--- src/rtl/pipeline_hazard_controller_pkg.sv ---
// Shared definitions for the pipeline hazard controller.
// Contents:
//   - MUL/DIV sequencing state encoding
//   - Register-number width and the x0 constant
//   - Load-use hazard detection helper
package pipeline_hazard_controller_pkg;

    // MUL/DIV sequencing states
    typedef enum logic [1:0] {
        ST_RUN     = 2'd0,
        ST_MD_BUSY = 2'd1,
        ST_MD_DONE = 2'd2
    } hz_state_e;

    localparam int                REG_W  = 5;
    localparam logic [REG_W-1:0]  REG_X0 = 5'd0;

    // A load in EX feeds a register that the ID instruction actually reads.
    // x0 is never a real dependency because writes to it are discarded.
    function automatic logic load_use_hit(
        input logic             mem_read,
        input logic [REG_W-1:0] ex_rd,
        input logic [REG_W-1:0] id_rs1,
        input logic [REG_W-1:0] id_rs2,
        input logic             uses_rs1,
        input logic             uses_rs2
    );
        logic rs1_dep;
        logic rs2_dep;
        rs1_dep = uses_rs1 & (id_rs1 == ex_rd);
        rs2_dep = uses_rs2 & (id_rs2 == ex_rd);
        return mem_read & (ex_rd != REG_X0) & (rs1_dep | rs2_dep);
    endfunction

endpackage

--- src/rtl/pipeline_hazard_controller_sat_counter.sv ---
// Saturating event counter used for the stall/flush performance counters.
// Ports:
//   clk_i   - clock, state updates on posedge
//   clr_ni  - synchronous active-low clear
//   inc_i   - increment enable
//   count_o - current count, sticks at all-ones
module hazard_sat_counter #(
    parameter int CNT_WIDTH = 16
) (
    input  logic                 clk_i,
    input  logic                 clr_ni,
    input  logic                 inc_i,
    output logic [CNT_WIDTH-1:0] count_o
);

    localparam logic [CNT_WIDTH-1:0] CNT_ZERO = {CNT_WIDTH{1'b0}};
    localparam logic [CNT_WIDTH-1:0] CNT_MAX  = {CNT_WIDTH{1'b1}};
    localparam logic [CNT_WIDTH-1:0] CNT_ONE  = CNT_WIDTH'(1);

    logic [CNT_WIDTH-1:0] count_q;
    logic [CNT_WIDTH-1:0] count_d;

    // Next count: clear first, then increment unless already saturated
    always_comb begin
        count_d = count_q;
        if (!clr_ni) begin
            count_d = CNT_ZERO;
        end else if (inc_i && (count_q != CNT_MAX)) begin
            count_d = count_q + CNT_ONE;
        end else begin
            count_d = count_q;
        end
    end

    // Count register
    always_ff @(posedge clk_i) begin
        count_q <= count_d;
    end

    assign count_o = count_q;

endmodule

--- src/rtl/pipeline_hazard_controller.sv ---
// Central stall/flush sequencer for the 5-stage RV32IM pipeline.
// Inputs : CLK, RESET (sync, active-low), D/I memory busywaits, EX-stage
//          redirect, MUL/DIV and load info of the EX instruction, source
//          registers of the ID instruction.
// Outputs: hold controls for PC and all four pipeline registers, bubble
//          controls for IF/ID, ID/EX, EX/MEM, and saturating stall/flush
//          performance counters.
// Hold/flush outputs are combinational from state and inputs; the MUL/DIV
// sequencer state and the counters are registered.
module pipeline_hazard_controller
    import pipeline_hazard_controller_pkg::*;
#(
    parameter int MULDIV_LATENCY = 4,
    parameter int CNT_WIDTH      = 16
) (
    input  logic                 CLK,
    input  logic                 RESET,
    input  logic                 D_MEM_BUSYWAIT,
    input  logic                 I_MEM_BUSYWAIT,
    input  logic                 BRANCH_TAKEN,
    input  logic                 EX_IS_MULDIV,
    input  logic                 EX_MEM_READ,
    input  logic [REG_W-1:0]     EX_RD,
    input  logic [REG_W-1:0]     ID_RS1,
    input  logic [REG_W-1:0]     ID_RS2,
    input  logic                 ID_USES_RS1,
    input  logic                 ID_USES_RS2,
    output logic                 PC_HOLD,
    output logic                 IF_ID_HOLD,
    output logic                 ID_EX_HOLD,
    output logic                 EX_MEM_HOLD,
    output logic                 MEM_WB_HOLD,
    output logic                 IF_ID_FLUSH,
    output logic                 ID_EX_FLUSH,
    output logic                 EX_MEM_FLUSH,
    output logic [CNT_WIDTH-1:0] STALL_COUNT,
    output logic [CNT_WIDTH-1:0] FLUSH_COUNT
);

    // The down-counter is loaded with LATENCY-2: the entry cycle and the
    // final release cycle are both part of the EX occupancy.
    localparam int               MD_CW     = (MULDIV_LATENCY > 2) ? $clog2(MULDIV_LATENCY - 1) : 1;
    localparam logic [MD_CW-1:0] MD_ZERO   = {MD_CW{1'b0}};
    localparam logic [MD_CW-1:0] MD_ONE    = MD_CW'(1);
    localparam logic [MD_CW-1:0] MD_LOAD   = MD_CW'((MULDIV_LATENCY > 1) ? (MULDIV_LATENCY - 2) : 0);
    localparam logic             MD_STALLS = (MULDIV_LATENCY > 1) ? 1'b1 : 1'b0;

    hz_state_e        state_q;
    hz_state_e        state_d;
    logic [MD_CW-1:0] md_cnt_q;
    logic [MD_CW-1:0] md_cnt_d;

    logic pc_hold_s;
    logic if_id_hold_s;
    logic id_ex_hold_s;
    logic ex_mem_hold_s;
    logic mem_wb_hold_s;
    logic if_id_flush_s;
    logic id_ex_flush_s;
    logic ex_mem_flush_s;
    logic flush_inc_s;
    logic load_use_s;
    logic md_entry_s;

    assign load_use_s = load_use_hit(EX_MEM_READ, EX_RD, ID_RS1, ID_RS2,
                                     ID_USES_RS1, ID_USES_RS2);
    assign md_entry_s = EX_IS_MULDIV & MD_STALLS;

    // Priority arbitration of stall sources and MUL/DIV next-state logic
    always_comb begin
        pc_hold_s      = 1'b0;
        if_id_hold_s   = 1'b0;
        id_ex_hold_s   = 1'b0;
        ex_mem_hold_s  = 1'b0;
        mem_wb_hold_s  = 1'b0;
        if_id_flush_s  = 1'b0;
        id_ex_flush_s  = 1'b0;
        ex_mem_flush_s = 1'b0;
        flush_inc_s    = 1'b0;
        state_d        = state_q;
        md_cnt_d       = md_cnt_q;

        if (!RESET) begin
            // Bubble everything while in reset; the register resets separately.
            if_id_flush_s  = 1'b1;
            id_ex_flush_s  = 1'b1;
            ex_mem_flush_s = 1'b1;
            state_d        = ST_RUN;
            md_cnt_d       = MD_ZERO;
        end else if (D_MEM_BUSYWAIT) begin
            // Whole pipe frozen. The MUL/DIV unit keeps computing, so the
            // counter still runs; an expiry here parks in MD_DONE.
            pc_hold_s     = 1'b1;
            if_id_hold_s  = 1'b1;
            id_ex_hold_s  = 1'b1;
            ex_mem_hold_s = 1'b1;
            mem_wb_hold_s = 1'b1;
            case (state_q)
                ST_RUN: begin
                    state_d = ST_RUN;
                end
                ST_MD_BUSY: begin
                    if (md_cnt_q == MD_ZERO) begin
                        state_d = ST_MD_DONE;
                    end else begin
                        md_cnt_d = md_cnt_q - MD_ONE;
                    end
                end
                ST_MD_DONE: begin
                    state_d = ST_MD_DONE;
                end
                default: begin
                    state_d  = ST_RUN;
                    md_cnt_d = MD_ZERO;
                end
            endcase
        end else begin
            case (state_q)
                ST_MD_BUSY: begin
                    if (md_cnt_q == MD_ZERO) begin
                        // Result ready: let EX/MEM capture it and the pipe move.
                        state_d = ST_RUN;
                    end else begin
                        pc_hold_s      = 1'b1;
                        if_id_hold_s   = 1'b1;
                        id_ex_hold_s   = 1'b1;
                        ex_mem_flush_s = 1'b1;
                        md_cnt_d       = md_cnt_q - MD_ONE;
                    end
                end
                ST_MD_DONE: begin
                    state_d = ST_RUN;
                end
                ST_RUN: begin
                    if (md_entry_s) begin
                        // The entry cycle is already the first stall cycle.
                        pc_hold_s      = 1'b1;
                        if_id_hold_s   = 1'b1;
                        id_ex_hold_s   = 1'b1;
                        ex_mem_flush_s = 1'b1;
                        state_d        = ST_MD_BUSY;
                        md_cnt_d       = MD_LOAD;
                    end else if (BRANCH_TAKEN) begin
                        // PC must load the redirect target even if fetch is busy.
                        if_id_flush_s = 1'b1;
                        id_ex_flush_s = 1'b1;
                        flush_inc_s   = 1'b1;
                    end else if (load_use_s) begin
                        pc_hold_s     = 1'b1;
                        if_id_hold_s  = 1'b1;
                        id_ex_flush_s = 1'b1;
                    end else if (I_MEM_BUSYWAIT) begin
                        pc_hold_s     = 1'b1;
                        if_id_flush_s = 1'b1;
                    end else begin
                        pc_hold_s = 1'b0;
                    end
                end
                default: begin
                    state_d  = ST_RUN;
                    md_cnt_d = MD_ZERO;
                end
            endcase
        end
    end

    // Sequencer state and MUL/DIV down-counter
    always_ff @(posedge CLK) begin
        if (!RESET) begin
            state_q  <= ST_RUN;
            md_cnt_q <= MD_ZERO;
        end else begin
            state_q  <= state_d;
            md_cnt_q <= md_cnt_d;
        end
    end

    assign PC_HOLD      = pc_hold_s;
    assign IF_ID_HOLD   = if_id_hold_s;
    assign ID_EX_HOLD   = id_ex_hold_s;
    assign EX_MEM_HOLD  = ex_mem_hold_s;
    assign MEM_WB_HOLD  = mem_wb_hold_s;
    assign IF_ID_FLUSH  = if_id_flush_s;
    assign ID_EX_FLUSH  = id_ex_flush_s;
    assign EX_MEM_FLUSH = ex_mem_flush_s;

    hazard_sat_counter #(
        .CNT_WIDTH (CNT_WIDTH)
    ) u_stall_cnt (
        .clk_i   (CLK),
        .clr_ni  (RESET),
        .inc_i   (pc_hold_s & RESET),
        .count_o (STALL_COUNT)
    );

    hazard_sat_counter #(
        .CNT_WIDTH (CNT_WIDTH)
    ) u_flush_cnt (
        .clk_i   (CLK),
        .clr_ni  (RESET),
        .inc_i   (flush_inc_s),
        .count_o (FLUSH_COUNT)
    );

endmodule

--- config.mk ---
export PLATFORM = sky130hd
export DESIGN_NAME = pipeline_hazard_controller
export DESIGN_NICKNAME = d
export VERILOG_FILES = /design/src/rtl/pipeline_hazard_controller_pkg.sv /design/src/rtl/pipeline_hazard_controller_sat_counter.sv /design/src/rtl/pipeline_hazard_controller.sv
export SDC_FILE = /design/constraint.sdc
export NUM_CORES = 1
export LEC_CHECK = 0
export ABC_AREA = 0
export CORE_MARGIN = 5
export CORE_UTILIZATION = 50
export DETAILED_ROUTE_END_ITERATION = 8
export HOLD_SLACK_MARGIN = 0.08
export PLACE_DENSITY = 0.85
export SETUP_SLACK_MARGIN = 0.5
export SYNTH_ARGS = -nofsm -noshare
export SYNTH_HDL_FRONTEND = slang
export SYNTH_SLANG_ARGS = --single-unit
--- constraint.sdc ---
create_clock -name CLK -period 5.7 [get_ports CLK]
set_clock_uncertainty 0.05 [all_clocks]
set_input_delay 1.425 -clock CLK [delete_from_list [all_inputs] [get_ports CLK]]
set_output_delay 1.425 -clock CLK [all_outputs]
set_load 0.02 [all_outputs]
# Yosys cells after proc, flatten, opt, wreduce, memory -nomap -nowiden
# Cells that the tools add are included.
[op_classes]
n_addsub = 3
n_mux = 49
n_eq_ne = 10
bitwise = 6
n_reduce_logical = 8
[op_table]
columns = ["op", "count"]
rows = [
  ["two-way mux 1 bit", 35],
  ["adder 16 x 1 -> 16 bit, second input constant", 2],
  ["!= test 16 bit, second input constant", 2],
  ["two-way mux 2 bit", 7],
  ["case mux 2 bit (2 select lines)", 3],
  ["equality test 5 bit", 2],
  ["!= test 2 bit, second input constant", 3],
  ["case mux 1 bit (2 select lines)", 3],
  ["case mux 2 bit (3 select lines)", 1],
  ["bitwise AND 1 bit", 5],
  ["nonzero test 5 bit", 1],
  ["logical NOT 2 bit", 2],
  ["!= test 3 bit, second input constant", 1],
  ["AND reduction 3 bit", 1],
  ["equality test 2 x 1 -> 1 bit, second input constant", 1],
  ["equality test 2 bit, second input constant", 1],
  ["logical AND 1 bit", 2],
  ["AND reduction 2 bit", 1],
  ["OR reduction 2 bit", 1],
  ["subtractor 2 x 1 -> 2 bit, second input constant", 1],
  ["OR 1 bit", 1],
]
[word_totals]
elab_cells = 80
register_bits = 36

# Depth between registers and ports, before layout
[logic_depth]
word_depth = 12
depth_mapped = 10

# By module
# A second synthesis with hierarchy kept.
[unflattened]
cells_unflattened = 259
hier_area_um2 = 2164.6
[by_module_without_submodules]
columns = ["mod", "seq_area_each_um2", "area_each_um2", "n_inst", "cells_each"]
rows = [
  ["hazard_sat_counter", 320.3, 837.1, 2, 97],
  ["pipeline_hazard_controller", 80.1, 490.5, 1, 65],
]

# Worst setup path before layout
# OpenSTA, ideal clock, no wires.
[synth_timing]
kind = "input -> output"
from = "input port EX_RD[0]"
to = "output port IF_ID_FLUSH"
cell_stages = 5
arrival_time_ps = 2817
path_slack_ps = 1408
t_required_ps = 4225
n_path_buf = 0
cell_sequence = "or4_1 o21ai_2 nand2b_1 a21oi_1 o21ai_0"
[synth_between]
elab_chain_cells = 10
word_cells_on_any_way = 14
cone_classes = "2 x eq/ne; 6 x mux; 5 x bitwise; 1 x reduce/logical"
[synth_lines]
columns = ["item", "line", "text"]
rows = [
  ["start, declared", "pipeline_hazard_controller.sv:23", "input logic [REG_W-1:0] EX_RD,"],
  ["equality test 5 bit (on tied branches)", "pipeline_hazard_controller_pkg.sv:30, pipeline_hazard_controller_pkg.sv:31", ""],
  ["bitwise AND 1 bit (on tied branches)", "pipeline_hazard_controller_pkg.sv:30, pipeline_hazard_controller_pkg.sv:31", ""],
  ["OR 1 bit", "pipeline_hazard_controller_pkg.sv:32", "return mem_read & (ex_rd != REG_X0) & (rs1_dep | rs2_dep);"],
  ["bitwise AND 1 bit (*)", "pipeline_hazard_controller_pkg.sv:32", ""],
  ["two-way mux 1 bit (*)", "pipeline_hazard_controller.sv:148", "end else if (load_use_s) begin"],
  ["two-way mux 1 bit (*)", "pipeline_hazard_controller.sv:143", "end else if (BRANCH_TAKEN) begin"],
  ["two-way mux 1 bit (*)", "pipeline_hazard_controller.sv:135", "if (md_entry_s) begin"],
  ["two-way mux 1 bit (*)", "pipeline_hazard_controller.sv:118", "case (state_q)"],
  ["two-way mux 1 bit (*)", "pipeline_hazard_controller.sv:90", "end else if (D_MEM_BUSYWAIT) begin"],
  ["two-way mux 1 bit (*)", "pipeline_hazard_controller.sv:83", "if (!RESET) begin"],
  ["end, declared", "pipeline_hazard_controller.sv:33", "output logic IF_ID_FLUSH,"],
]
# Mark *: on every way between the ends. The rest lies on a longest branch, timed or not.

# Worst setup path in the final report
[layout_timing]
from = "input port EX_RD[0]"
to = "output port IF_ID_HOLD"
[layout_between]
elab_chain_cells = 10
word_cells_on_any_way = 14
cone_classes = "2 x eq/ne; 6 x mux; 5 x bitwise; 1 x reduce/logical"
[layout_lines]
columns = ["item", "line", "text"]
rows = [
  ["equality test 5 bit (on tied branches)", "pipeline_hazard_controller_pkg.sv:30, pipeline_hazard_controller_pkg.sv:31", ""],
  ["bitwise AND 1 bit (on tied branches)", "pipeline_hazard_controller_pkg.sv:30, pipeline_hazard_controller_pkg.sv:31", ""],
  ["OR 1 bit", "pipeline_hazard_controller_pkg.sv:32", ""],
  ["bitwise AND 1 bit (*)", "pipeline_hazard_controller_pkg.sv:32", ""],
  ["two-way mux 1 bit (*)", "pipeline_hazard_controller.sv:148", ""],
  ["two-way mux 1 bit (*)", "pipeline_hazard_controller.sv:143", ""],
  ["two-way mux 1 bit (*)", "pipeline_hazard_controller.sv:135", ""],
  ["case mux 1 bit (2 select lines) (*)", "pipeline_hazard_controller.sv:118", ""],
  ["two-way mux 1 bit (*)", "pipeline_hazard_controller.sv:90", ""],
  ["two-way mux 1 bit (*)", "pipeline_hazard_controller.sv:83", ""],
  ["end, declared", "pipeline_hazard_controller.sv:29", "output logic IF_ID_HOLD,"],
]
# Marked as above.

==> impl_results.rst <==
.. list-table::
   :header-rows: 1

   * - Metric
     - Value
   * - Relative slew slack
     - 67.2%
   * - Primary FF master, synth
     - dfxtp_1
   * - Post-Synth XOR/XNOR Area
     - 10.2%
   * - Sum of routed wire length over all layers
     - 5030 um
   * - Area inside the core boundary
     - 4000 sq um
   * - Netlist area before placement
     - 2060 sq um
   * - Die ar.
     - 5510 sq um
   * - Finish-stage setup viols
     - 0
   * - Deepest level of the CTS H-tree
     - 2
   * - Most area-consuming cells after synthesis
     - dfxtp_1 35%, xnor2_1 7.7%, nand2_1 5.3%, nor2_1 5.1%, mux2i_1 4.9%
   * - Result of the run
     - finished clean
   * - Startpoint of the worst hold path
     - u_stall_cnt.count_o[15]
   * - Worst slew pin tran
     - 0.492 ns
   * - Starting density of the core
     - 51.5%
   * - Chip height
     - 74.2 um
   * - Flop pwr share
     - between 40% and 50%
   * - Max Fclk
     - between 200 and 250 MHz
   * - Maximum count of clock buffers along a single path
     - 2
   * - Clock tree from TritonCTS
     - done
   * - Part of the total power dissipated in the clock network
     - a little over two fifths
   * - Largest net degree at the start of global routing
     - 26
   * - Clock network latency to the later pin of the worst-skew pair
     - roughly 0.29 ns
   * - Sw Share
     - 23.3%
   * - Buffer cell driving the clock tree root
     - clkbuf_8
   * - GRT Overall Usage
     - 19.6%
   * - Area fraction in compound gates after synthesis
     - 11.4%
   * - Endpoint of the worst hold-timing path
     - u_stall_cnt.count_o[15]
   * - Share of flip-flops with an asynchronous set or reset
     - 0%
   * - Final critical-path share of the clock period
     - 87.2%
   * - Setup TNS
     - 0 ns
   * - Share of Yosys cell area claimed by the top area cell type
     - a little over a third
   * - Simple-gate share of the synthesized area
     - 31.4%
   * - Worst-case register-to-register setup slack
     - 3.49 ns
   * - Post-route DRC violation count
     - 0
   * - Arrival time worst endpoint
     - 3.49 ns
   * - Portion of the post-synthesis area used by sequential elements
     - 35.0%
   * - Unique cell type count in the Yosys netlist
     - between 40 and 50
   * - Clock transition at path regs
     - ~0.07 ns
   * - Endpoint of the worst-slack reg-to-reg timing path
     - u_flush_cnt.count_o[5]
   * - Unrepaired setup endpoints after global routing
     - false
   * - Number of cells produced by synthesis
     - 244
   * - PnR worst setup slack
     - 0.731 ns
   * - Worst reg2reg path depth
     - 9
   * - Largest family of logic cells by synthesized area
     - simple AND/OR/NAND/NOR gates
   * - Setup CP Type
     - in -> out
   * - Syn_nets
     - 273
   * - EDFF count, synth
     - 0
   * - Worst Hold Class
     - reg -> reg
   * - Cell row count
     - 23
   * - Worst slack at placement
     - about 0.53 ns
   * - Multiplexer share of the synthesized area
     - 4.86%
   * - Total of max-cap violations
     - 0
   * - Data required time at the worst endpoint
     - 4.22 ns
   * - Detail Placement HPWL
     - 3800 um
   * - Worst VDD drop
     - 0.149 mV
   * - Hold_buf cts
     - 0
   * - Area delta synth->final
     - 38.1%
   * - Vias per std cell
     - 5.43
   * - Number of nets in the layout
     - 336
   * - Worst setup SP type
     - input pin
   * - Post-Syn Area per Cell
     - around 8.4 sq um
   * - Launching instance or port of the critical path
     - EX_RD[0]
   * - Number of antenna cells inserted
     - 0
   * - Internal Power
     - 0.450 mW
   * - Highest fanout seen on the critical path
     - 3
   * - Fraction of final layout cells with drive strength greater than 1
     - 7.79%
   * - Cell type with the highest aggregate area in the netlist
     - dfxtp_1
   * - Leakage power figure
     - 1.04 nW
   * - Slew Viols, Final
     - 0
   * - Total of flip-flops plus latches after synthesis
     - 36
   * - RePlAce Congestion
     - a little over 0.8
   * - Launch point of the worst reg-to-reg path
     - state_q[0]
   * - Sort of element at the end of the critical path
     - output pin
   * - Final Hold Vio Count
     - 0
   * - Average wire per cell in the routed design
     - 14.1 um
   * - Number of DRC violations after detailed-routing iteration 0
     - 92
   * - Final Critical Period
     - 4.97 ns
   * - Via count of the first global-routing pass
     - ~1900
   * - Total number of vias
     - 1944
   * - Filler cell count in the final layout
     - 307
   * - Pwr/cell area
     - 206 nW/um^2
   * - I/O pin count
     - 64
   * - Overall die width
     - 74.2 um
   * - Initial antenna violation count
     - 0
   * - TritonCTS buffer count
     - 5
   * - Area share of fa/ha/maj cells after synthesis
     - 3.04%
   * - Number of I/O port buffers
     - 63
   * - Number of cells traversed by the worst hold path
     - 1
   * - Global-route wire length before repair
     - 8500 um
   * - Hold Worst Slack
     - 0.447 ns
   * - Switching Power
     - 0.137 mW
   * - Overflow left after global routing
     - 0
   * - Yosys warning count
     - 0
   * - ANT nets after route
     - 0
   * - Number of iterations in the first detailed-routing pass
     - 5
   * - Num Clock Sinks
     - 36
   * - Combinational share of power
     - 14.0%
==> sequential cells by signal (all words and copies together) (netlist names) <==
register / flops
state_q: 2
u_flush_cnt.count_o: 16
md_cnt_q: 2
u_stall_cnt.count_o: 16
==> synthesized netlist by cell type (4+ instances only) <==
cell,count
ha_1,5
nand3_1,10
o21ai_0,12
or3_1,5
and3_1,4
nor2_1,28
nor4_1,4
nand4_1,11
a21oi_1,12
nand2b_1,4
clkbuf_1,5
o21a_1,4
xnor2_1,18
inv_1,9
nand2_1,29
xor2_1,6
dfxtp_1,36
mux2i_1,10
==> worst max-delay path: stages <==
cell and delay [ns]:
clkdlybuf4s50_1 0.46, or4_1 0.56, o21ai_2 0.23, nand2b_1 0.16, o21ai_0 0.08, clkdlybuf4s50_1 0.56
==> power by group through the flow <==
stage,combinational (mW),sequential (mW),clock (mW)
global placement,0.0813,0.264,0
detailed placement,0.0827,0.265,0
global route,0.0894,0.259,0.260
CTS,0.0832,0.259,0.253
finish,0.0822,0.259,0.246
floorplan,0.0439,0.267,0
==> logic make-up after synthesis <==
kind of cell,after synthesis
buffers and inverters,18
xor gates and xnor gates,24
muxes,10
adders and majority gates,5
and+or+nand+nor,115
DFF,36
AOI/OAI and AO/OA,36
==> metrics by stage <==
step	area, sq um	power, mW	util, %	cells
4_1_cts	2840	0.595	71.0	358
5_1_grt	2850	0.608	71.2	358
6_report	2850	0.587	71.2	358
2_1_floorplan	2060	0.310	-	244
3_5_place_dp	2710	0.347	67.8	350
3_3_place_gp	2710	0.346	67.8	350
==> placed cells by master, fill, tap and decap left out, types with 3 or more instances in the layout <==
cell type / instances
nor4_1: 4
mux2i_1: 10
xnor2_1: 18
nand3_1: 10
ha_1: 5
o21a_1: 4
dlymetal6s2s_1: 3
dfxtp_1: 36
clkbuf_8: 7
o21ai_0: 12
a21oi_1: 12
nor2_1: 28
and3_1: 4
nand2_1: 29
inv_1: 9
nand2b_1: 4
or3_1: 5
xor2_1: 6
clkdlybuf4s50_1: 60
nand4_1: 11
==> repair_timing <==
action | 4_1_cts | 5_1_grt
gates resized for setup | 0 | 3
buffers inserted | 0 | 0
setup endpoints to repair | 0 | 3
==> final cells by class <==
| cell class | instances | area, sq um | area share, % |
|---|---|---|---|
| multi-input cells | 190 | 1250 | 44.0 |
| flip-flops and latches | 36 | 721 | 25.3 |
| repair buffers | 64 | 646 | 22.7 |
| clock buffers | 7 | 96.3 | 3.38 |
| well taps | 50 | 62.6 | 2.20 |
| inverters | 10 | 37.5 | 1.32 |
| clock inverters | 1 | 30.0 | 1.05 |
==> routing by layer <==
layer	global-route usage [%]	share of wire, %	up-vias
li1	-	-	975
met1	23.4	44	904
met2	33.0	48	61
met3	6.35	7.3	4
met4	6.84	0.79	0
met5	0	0	-
==> worst max-delay path by stage <==
stage	to
after floorplan	IF_ID_FLUSH
after global placement	IF_ID_FLUSH
after detailed placement	IF_ID_FLUSH
after CTS	IF_ID_FLUSH
after global routing	IF_ID_HOLD
final	IF_ID_HOLD
(Power assumes the default switching activity.)
